## src/rtl/saratoga.sv

```systemverilog
// Shared types and constants for the multi-cycle RV32M divider.
package saratoga;

  typedef enum logic [1:0] {DIV_DIV, DIV_DIVU, DIV_REM, DIV_REMU} div_op_t;
  typedef enum logic [1:0] {IDLE, CALC, FIX, DONE} div_state_t;

  localparam int unsigned DIV_ITERATIONS = 32;

  function automatic logic is_signed_op(div_op_t op);
    return (op == DIV_DIV) || (op == DIV_REM);
  endfunction

  function automatic logic is_rem_op(div_op_t op);
    return (op == DIV_REM) || (op == DIV_REMU);
  endfunction

  // 0x80000000 maps to itself, which is the correct unsigned magnitude.
  function automatic logic [31:0] abs32(logic [31:0] v);
    return v[31] ? (~v + 32'd1) : v;
  endfunction

endpackage

```

## src/rtl/div_step.sv

```systemverilog
// One restoring-division iteration: shift {rem,quo} left, trial-subtract the divisor.
module div_step (
  input  logic [32:0] rem_i,
  input  logic [31:0] quo_i,
  input  logic [31:0] dvs_i,
  output logic [32:0] rem_o,
  output logic [31:0] quo_o
);

  logic [32:0] shifted;
  logic [33:0] diff;

  always_comb begin
    shifted = {rem_i[31:0], quo_i[31]};
    diff    = {rem_i, quo_i[31]} - {2'b00, dvs_i};
    rem_o   = diff[33] ? shifted : diff[32:0];
    quo_o   = {quo_i[30:0], ~diff[33]};
  end

endmodule

```

## src/rtl/mdu_divider.sv

```systemverilog
// Iterative RV32M DIV/DIVU/REM/REMU unit; define DIV_EARLY_OUT_EN to finish
// trivial cases (special values, divisor 1, small unsigned dividend) straight from IDLE.
module mdu_divider
  import saratoga::*;
(
  input  logic        clk,
  input  logic        rst,
  input  logic        start,
  input  div_op_t     div_op,
  input  logic [31:0] src1,
  input  logic [31:0] src2,
  input  logic        flush,
  output logic        busy,
  output logic        done,
  output logic [31:0] result
);

  div_state_t  state_q, state_d;
  div_op_t     op_q, op_d;
  logic        quo_neg_q, quo_neg_d;
  logic        rem_neg_q, rem_neg_d;
  logic [32:0] rem_q, rem_d;
  logic [31:0] quo_q, quo_d;
  logic [31:0] dvs_q, dvs_d;
  logic [4:0]  count_q, count_d;
  logic        special_q, special_d;
  logic [31:0] special_val_q, special_val_d;
  logic [31:0] result_q, result_d;

  logic [32:0] step_rem;
  logic [31:0] step_quo;
  logic        signed_op, rem_op, div_zero, div_ovf;
  logic [31:0] special_val;

  div_step u_div_step (
    .rem_i (rem_q),
    .quo_i (quo_q),
    .dvs_i (dvs_q),
    .rem_o (step_rem),
    .quo_o (step_quo)
  );

  always_comb begin
    signed_op   = is_signed_op(div_op);
    rem_op      = is_rem_op(div_op);
    div_zero    = (src2 == 32'd0);
    div_ovf     = signed_op && (src1 == 32'h8000_0000) && (src2 == 32'hFFFF_FFFF);
    special_val = div_zero ? (rem_op ? src1 : 32'hFFFF_FFFF)
                           : (rem_op ? 32'd0 : 32'h8000_0000);

    state_d       = state_q;
    op_d          = op_q;
    quo_neg_d     = quo_neg_q;
    rem_neg_d     = rem_neg_q;
    rem_d         = rem_q;
    quo_d         = quo_q;
    dvs_d         = dvs_q;
    count_d       = count_q;
    special_d     = special_q;
    special_val_d = special_val_q;
    result_d      = result_q;

    unique case (state_q)
      IDLE: begin
        if (start && !flush) begin
          op_d          = div_op;
          quo_neg_d     = signed_op && (src1[31] ^ src2[31]);
          rem_neg_d     = signed_op && src1[31];
          quo_d         = signed_op ? abs32(src1) : src1;
          dvs_d         = signed_op ? abs32(src2) : src2;
          rem_d         = 33'd0;
          count_d       = 5'd0;
          special_d     = div_zero || div_ovf;
          special_val_d = special_val;
          state_d       = CALC;
`ifdef DIV_EARLY_OUT_EN
          if (div_zero || div_ovf) begin
            result_d = special_val;
            state_d  = DONE;
          end else if (src2 == 32'd1) begin
            result_d = rem_op ? 32'd0 : src1;
            state_d  = DONE;
          end else if (!signed_op && (src1 < src2)) begin
            result_d = rem_op ? src1 : 32'd0;
            state_d  = DONE;
          end
`endif
        end
      end
      CALC: begin
        if (flush) begin
          state_d = IDLE;
        end else begin
          rem_d   = step_rem;
          quo_d   = step_quo;
          count_d = count_q + 5'd1;
          if (count_q == 5'(DIV_ITERATIONS - 1)) state_d = FIX;
        end
      end
      FIX: begin
        if (flush) begin
          state_d = IDLE;
        end else begin
          if (special_q) begin
            result_d = special_val_q;
          end else if (is_rem_op(op_q)) begin
            result_d = rem_neg_q ? (~rem_q[31:0] + 32'd1) : rem_q[31:0];
          end else begin
            result_d = quo_neg_q ? (~quo_q + 32'd1) : quo_q;
          end
          state_d = DONE;
        end
      end
      DONE:    state_d = IDLE;
      default: state_d = IDLE;
    endcase
  end

  always_ff @(posedge clk or posedge rst) begin
    if (rst) begin
      state_q       <= IDLE;
      op_q          <= DIV_DIV;
      quo_neg_q     <= 1'b0;
      rem_neg_q     <= 1'b0;
      rem_q         <= 33'd0;
      quo_q         <= 32'd0;
      dvs_q         <= 32'd0;
      count_q       <= 5'd0;
      special_q     <= 1'b0;
      special_val_q <= 32'd0;
      result_q      <= 32'd0;
    end else begin
      state_q       <= state_d;
      op_q          <= op_d;
      quo_neg_q     <= quo_neg_d;
      rem_neg_q     <= rem_neg_d;
      rem_q         <= rem_d;
      quo_q         <= quo_d;
      dvs_q         <= dvs_d;
      count_q       <= count_d;
      special_q     <= special_d;
      special_val_q <= special_val_d;
      result_q      <= result_d;
    end
  end

  assign busy   = (state_q != IDLE);
  assign done   = (state_q == DONE) && !flush;
  assign result = result_q;

endmodule

```

## config.mk

```make
export PLATFORM = sky130hd
export DESIGN_NAME = mdu_divider
export DESIGN_NICKNAME = d
export VERILOG_FILES = /design/src/rtl/saratoga.sv /design/src/rtl/div_step.sv /design/src/rtl/mdu_divider.sv
export SDC_FILE = /design/constraint.sdc
export NUM_CORES = 1
export LEC_CHECK = 0
export ABC_CLOCK_PERIOD_IN_PS = 6300
export CAP_MARGIN = 20
export CORE_MARGIN = 2
export CORE_UTILIZATION = 40
export CTS_BUF_LIST = sky130_fd_sc_hd__clkbuf_8
export DETAILED_ROUTE_END_ITERATION = 16
export PLACE_DENSITY_LB_ADDON = 0.2
export SYNTH_ARGS = -nofsm -noshare
export SYNTH_HDL_FRONTEND = slang
export SYNTH_SLANG_ARGS = --single-unit
```

## constraint.sdc

```tcl
create_clock -name clk -period 6.3 [get_ports clk]
set_clock_uncertainty 0.2 [all_clocks]
set_input_delay 1.26 -clock clk [delete_from_list [all_inputs] [get_ports clk]]
set_output_delay 1.26 -clock clk [all_outputs]
set_load 0.01 [all_outputs]
```

# Yosys cells after proc, flatten, opt, wreduce, memory -nomap -nowiden
# Index checks and enable logic that the tools add are counted.
# word_totals
regBits,173
inputBits,70
output_inout_bits,34
wordCells,83
# classes
n_addsub,6
eq_ne,13
muxes,26
n_bitwise,7
n_reduce_logical,20
# ops
cell,n
$mux 32,13
$add 32x1->32 const B,4
$not 32->32,4
$mux 33,3
$pmux 33 s2,1
$eq 32x32->1 const B,2
$pmux 32 s2,1
$sub 34x32->34,1
$logic_not 32->1,1
$eq 2x2->1 const B,6
$mux 5,2
$pmux 5 s2,1
$mux 2,4
$pmux 2 s4,1
$logic_and 1x1->1,6
$reduce_and 2->1,3
$add 5x1->5 const B,1
$eq 5x5->1 const B,1
$logic_not 2->1,2
$logic_or 1x1->1,4
$ne 2x2->1 const B,2
$reduce_bool 2->1,2
$ne 3x3->1 const B,1
$reduce_and 3->1,1
4 further kinds,5

# Depth between registers and ports, before layout
# depth
ltp_word,6
depth_mapped,14
ltp_nobuf,13

# Cells and area by module
# From an unflattened synthesis, not the netlist that was laid out.
# hier_totals
hier_cells,1516
hier_area_um2,12480.7
# by_module_without_submodules
module,n_inst,cells_each,area_each_um2,seq_area_each_um2
mdu_divider,1,1157,10077.2,4304.1
div_step,1,359,2403.6,0.0

# Least setup slack after synthesis
# No wires, ideal clock.
# synth_timing
kind,input to register
start,input src2[0]
end,register dvs_q[24]
setup_time_ps,129
arrival_time_ps,3361
required_time_ps,5971
setup_slack_ps,2611
path_stages,10
n_path_buf,0
cell_sequence,inv_1 ha_1 and2b_1 nand2_2 or3_4 or4_4 or4_4 o41ai_4 xor2_1 o21ai_1
# synth_between
elab_chain_len,4
# synth_lines
element,line,text
start: declaration,mdu_divider.sv:11,"input logic [31:0] src2,"
$not 32->32,saratoga.sv:19,return v[31] ? (~v + 32'd1) : v;
$add 32x1->32,saratoga.sv:19,
$mux 32,saratoga.sv:19,
$mux 32,mdu_divider.sv:70,dvs_d = signed_op ? abs32(src2) : src2;
end signal: assignment,mdu_divider.sv:139,dvs_q <= dvs_d;
end: declaration,mdu_divider.sv:24,"logic [31:0] dvs_q, dvs_d;"
# Every way passes these cells.
# A chain may end at the register's enable or synchronous reset.

# Worst setup path after layout
# layout_timing
start,input flush
end,output done
# layout_between
elab_chain_len,2
# layout_lines
element,line,text
start: declaration,mdu_divider.sv:12,"input logic flush,"
$logic_not 1->1,mdu_divider.sv:148,assign done = (state_q == DONE) && !flush;
$logic_and 1x1->1,mdu_divider.sv:148,
end: declaration,mdu_divider.sv:14,"output logic done,"
# Every way passes these cells.

==> results.json <==
{
  "post-route-util_pct": 46.2,
  "start_kind": "input pin",
  "routed_via_density": 5.60,
  "grt_use_total_pct": 23.0,
  "max_stage_delay_ns": 0.65,
  "ys_warn_count": 0,
  "ctsHoldBuffers": 0,
  "drive_gt1_share_pct": 5.61,
  "synthTopCellsByArea": "dfrtp_1, o21ai_0, nand2_1",
  "reg2reg_from": "rem_q[9]$_DFFE_PP0P_",
  "cts-root-buf": "clkbuf_8",
  "antennaDiodeCount": 0,
  "antenna_found_initial": 0,
  "ys.flop_type": "dfrtp_1",
  "worstReg2RegEnd": "rem_q[18]$_DFFE_PP0P_",
  "grt_max_degree": 75,
  "hp-class": "flop to flop",
  "cts_tree": "done",
  "hold_path_end": "special_val_q[28]$_DFFE_PP0P_",
  "avgSynthCellArea_sq_um": 8.13,
  "slew_headroom_pct": 33.4,
  "finalCriticalPeriod_ns": 4.23,
  "design.core.area_sq_um": 30300,
  "maxCapViolations": 0,
  "clk_latency_ns": 0.49,
  "gp_congestion": 0.926,
  "synthArstFlopShare_pct": 100,
  "ctsHtreeMaxLevel": 4,
  "slew_viol_final": 0,
  "rows": 64,
  "synth_cells": 1508,
  "yosys.cell_types.count": 71,
  "ir_drop_v": 0.000222,
  "status": "completed",
  "timing.final.crit_share_pct": 67.1,
  "r2r_setup_slack_ns": 2.34,
  "syn_nets": 1618,
  "clock.fmax_mhz": 237,
  "wl_um": 36100,
  "start_util_pct": 40.4,
  "place_hpwl_um": 26800,
  "synth_top_cell_by_area": "dfrtp_1",
  "dieHeight_um": 179,
  "cp_slowest_cell": "clkdlybuf4s50_1",
  "hp-start": "special_val_q[28]$_DFFE_PP0P_",
  "synth.cell_area_sq_um": 12300,
  "cts.path.max_buffers": 2,
  "ys_ff_latch": 172,
  "required_ns": 4.84,
  "post_cts_buffers": 0,
  "synth_top_area_share_pct": 35.1,
  "numCtsBuffers": 17,
  "setup_viol": 0,
  "vias": 11000,
  "dieWidth_um": 179,
  "first_pass_iters": 5,
  "leakage_uw": 0.00582,
  "hold_viol": 0,
  "crit_chain": "clkdlybuf4s50_1, and3b_1, clkdlybuf4s50_1",
  "grt_pass1_vias": 10200,
  "grt_overflow": 0,
  "ant_nets": 0,
  "wire_per_inst_um": 18.4,
  "clkTransAtPathRegs_ns": 0.10,
  "power_uw": 5080,
  "die_area_sq_um": 32000,
  "cts_resized": 0,
  "area_growth_pct": 14.4,
  "cts_sinks": 172,
  "crit_top_cell": "clkdlybuf4s50_1",
  "grt_pass1_wl_um": 57000,
  "p_per_area_nw_per_um2": 362,
  "port_buffers": 103,
  "io_pins": 104,
  "path_max_fanout": 14,
  "worstHoldPathCells": 2,
  "tns_ns": 0,
  "rsz0062_at_grt": "no",
  "synth_seq_area_share_pct": 35.1,
  "reg2reg_depth": 10,
  "cp_data_arrival_time_ns": 2.77,
  "synth_edf_count": 0,
  "worstSetupPathType": "input pin to output port",
  "layout.nets": 1667,
  "worst_setup_path_end_kind": "output port",
  "tightest_slew_ns": 0.997,
  "drc": 0,
  "drt_iter0_drc": 1003
}
## worst max-delay path, delay by kind of cell
| family | cells | cell delay, ns |
|---|---|---|
| simple gates | 1 | 0.32 |
| buf+inv | 2 | 1.19 |
## cells in the final DEF, fill, tap and decap left out, types with 4 or more instances in the layout
cell type and instances:
a211oi_1 22, a21o_1 9, a21oi_1 120, a31oi_1 9, and3_1 9, buf_4 13
clkbuf_8 18, clkdlybuf4s50_1 103, dfrtp_1 172, ha_1 39, inv_1 53, inv_6 8
mux2_2 5, mux2i_1 30, nand2_1 207, nand2b_1 19, nand3_1 19, nand4_1 15
nor2_1 102, nor2b_1 34, nor3_1 19, nor4_1 13, o211ai_1 5, o21a_1 7
o21ai_0 192, o21ai_1 7, o21bai_1 4, o31ai_1 56, o41ai_1 12, or3_1 21
or4_1 4, or4_4 5, xnor2_1 77, xor2_1 70
## metrics by stage
step | cell area, sq um | cells | hold slack [ns] | setup WS (ns)
5_1_grt | 14000 | 1966 | 0.305 | 1.87
4_1_cts | 14000 | 1963 | 0.284 | 2.08
6_report | 14000 | 1966 | 0.284 | 2.07
3_3_place_gp | 13600 | 1931 | 0.253 | 1.80
3_5_place_dp | 13600 | 1931 | 0.260 | 1.71
2_1_floorplan | 12300 | 1508 | 0.240 | 0.180
## registers in the layout (all words and copies together) (netlist names)
register,count
dvs_q,32
op_q,1
special_q,1
rem_q,33
rem_neg_q,1
special_val_q,32
quo_q,32
count_q,5
state_q,2
result,32
quo_neg_q,1
## metal layers
layer	share of wire (%)	GRT usage (%)
met5	0	0
met4	2.1	6.23
met3	5.0	3.07
met2	45	35.8
met1	48	33.4
## where the power goes
group	switching, uW	internal [uW]
Clock	474	339
Sequential	289	1290
Combinational	1560	1120
Total	2320	2760
## Yosys cell counts (4+ instances only)
library cell,number
and3_1,9
dfrtp_1,172
o21bai_1,4
o21ai_0,192
o21ai_1,7
nor4_1,13
clkbuf_1,77
or4_1,4
nand2b_1,19
mux2_2,5
nand2_1,207
or3_1,21
xor2_1,70
a31oi_1,9
buf_2,5
a211oi_1,22
o31ai_1,56
xnor2_1,77
inv_1,54
o21a_1,7
a21o_1,9
ha_1,39
or4_4,5
o41ai_1,12
o211ai_1,5
nor3_1,19
mux2i_1,30
or3b_2,4
nand4_1,15
a21oi_1,120
nor2_1,103
buf_1,4
nand3_1,19
nor2b_1,35
## cells by family after synthesis
| kind of cell | Yosys count | synth area share, % |
|---|---|---|
| adders and majority gates | 40 | 4.15 |
| DFF | 172 | 35.1 |
| AOI/OAI and AO/OA | 472 | 22.9 |
| xor gates and xnor gates | 148 | 10.6 |
| muxes | 35 | 2.91 |
| buffers and inverters | 143 | 4.50 |
| and+or+nand+nor | 498 | 19.7 |
## worst max-delay path by stage
stage,startpoint,endpoint,depth (start not counted)
after floorplan,rst,count_q[0]$_DFFE_PP0P_,1
after global placement,src1[4],quo_q[28]$_DFFE_PP0P_,10
after detailed placement,src1[4],quo_q[28]$_DFFE_PP0P_,10
after CTS,flush,done,3
after global routing,src1[4],quo_q[28]$_DFFE_PP0P_,10
final,flush,done,3
## final cells by class
| class | instances | area (sq um) |
|---|---|---|
| timing repair buffer | 119 | 1190 |
| multi-input combinational | 1193 | 7430 |
| clock buffer | 18 | 248 |
| tap | 396 | 495 |
| inverter | 54 | 208 |
| sequential | 172 | 4300 |
| fill | 2979 | 16300 |
| clock inverter | 14 | 145 |
Power figures use the tool's default switching activity.
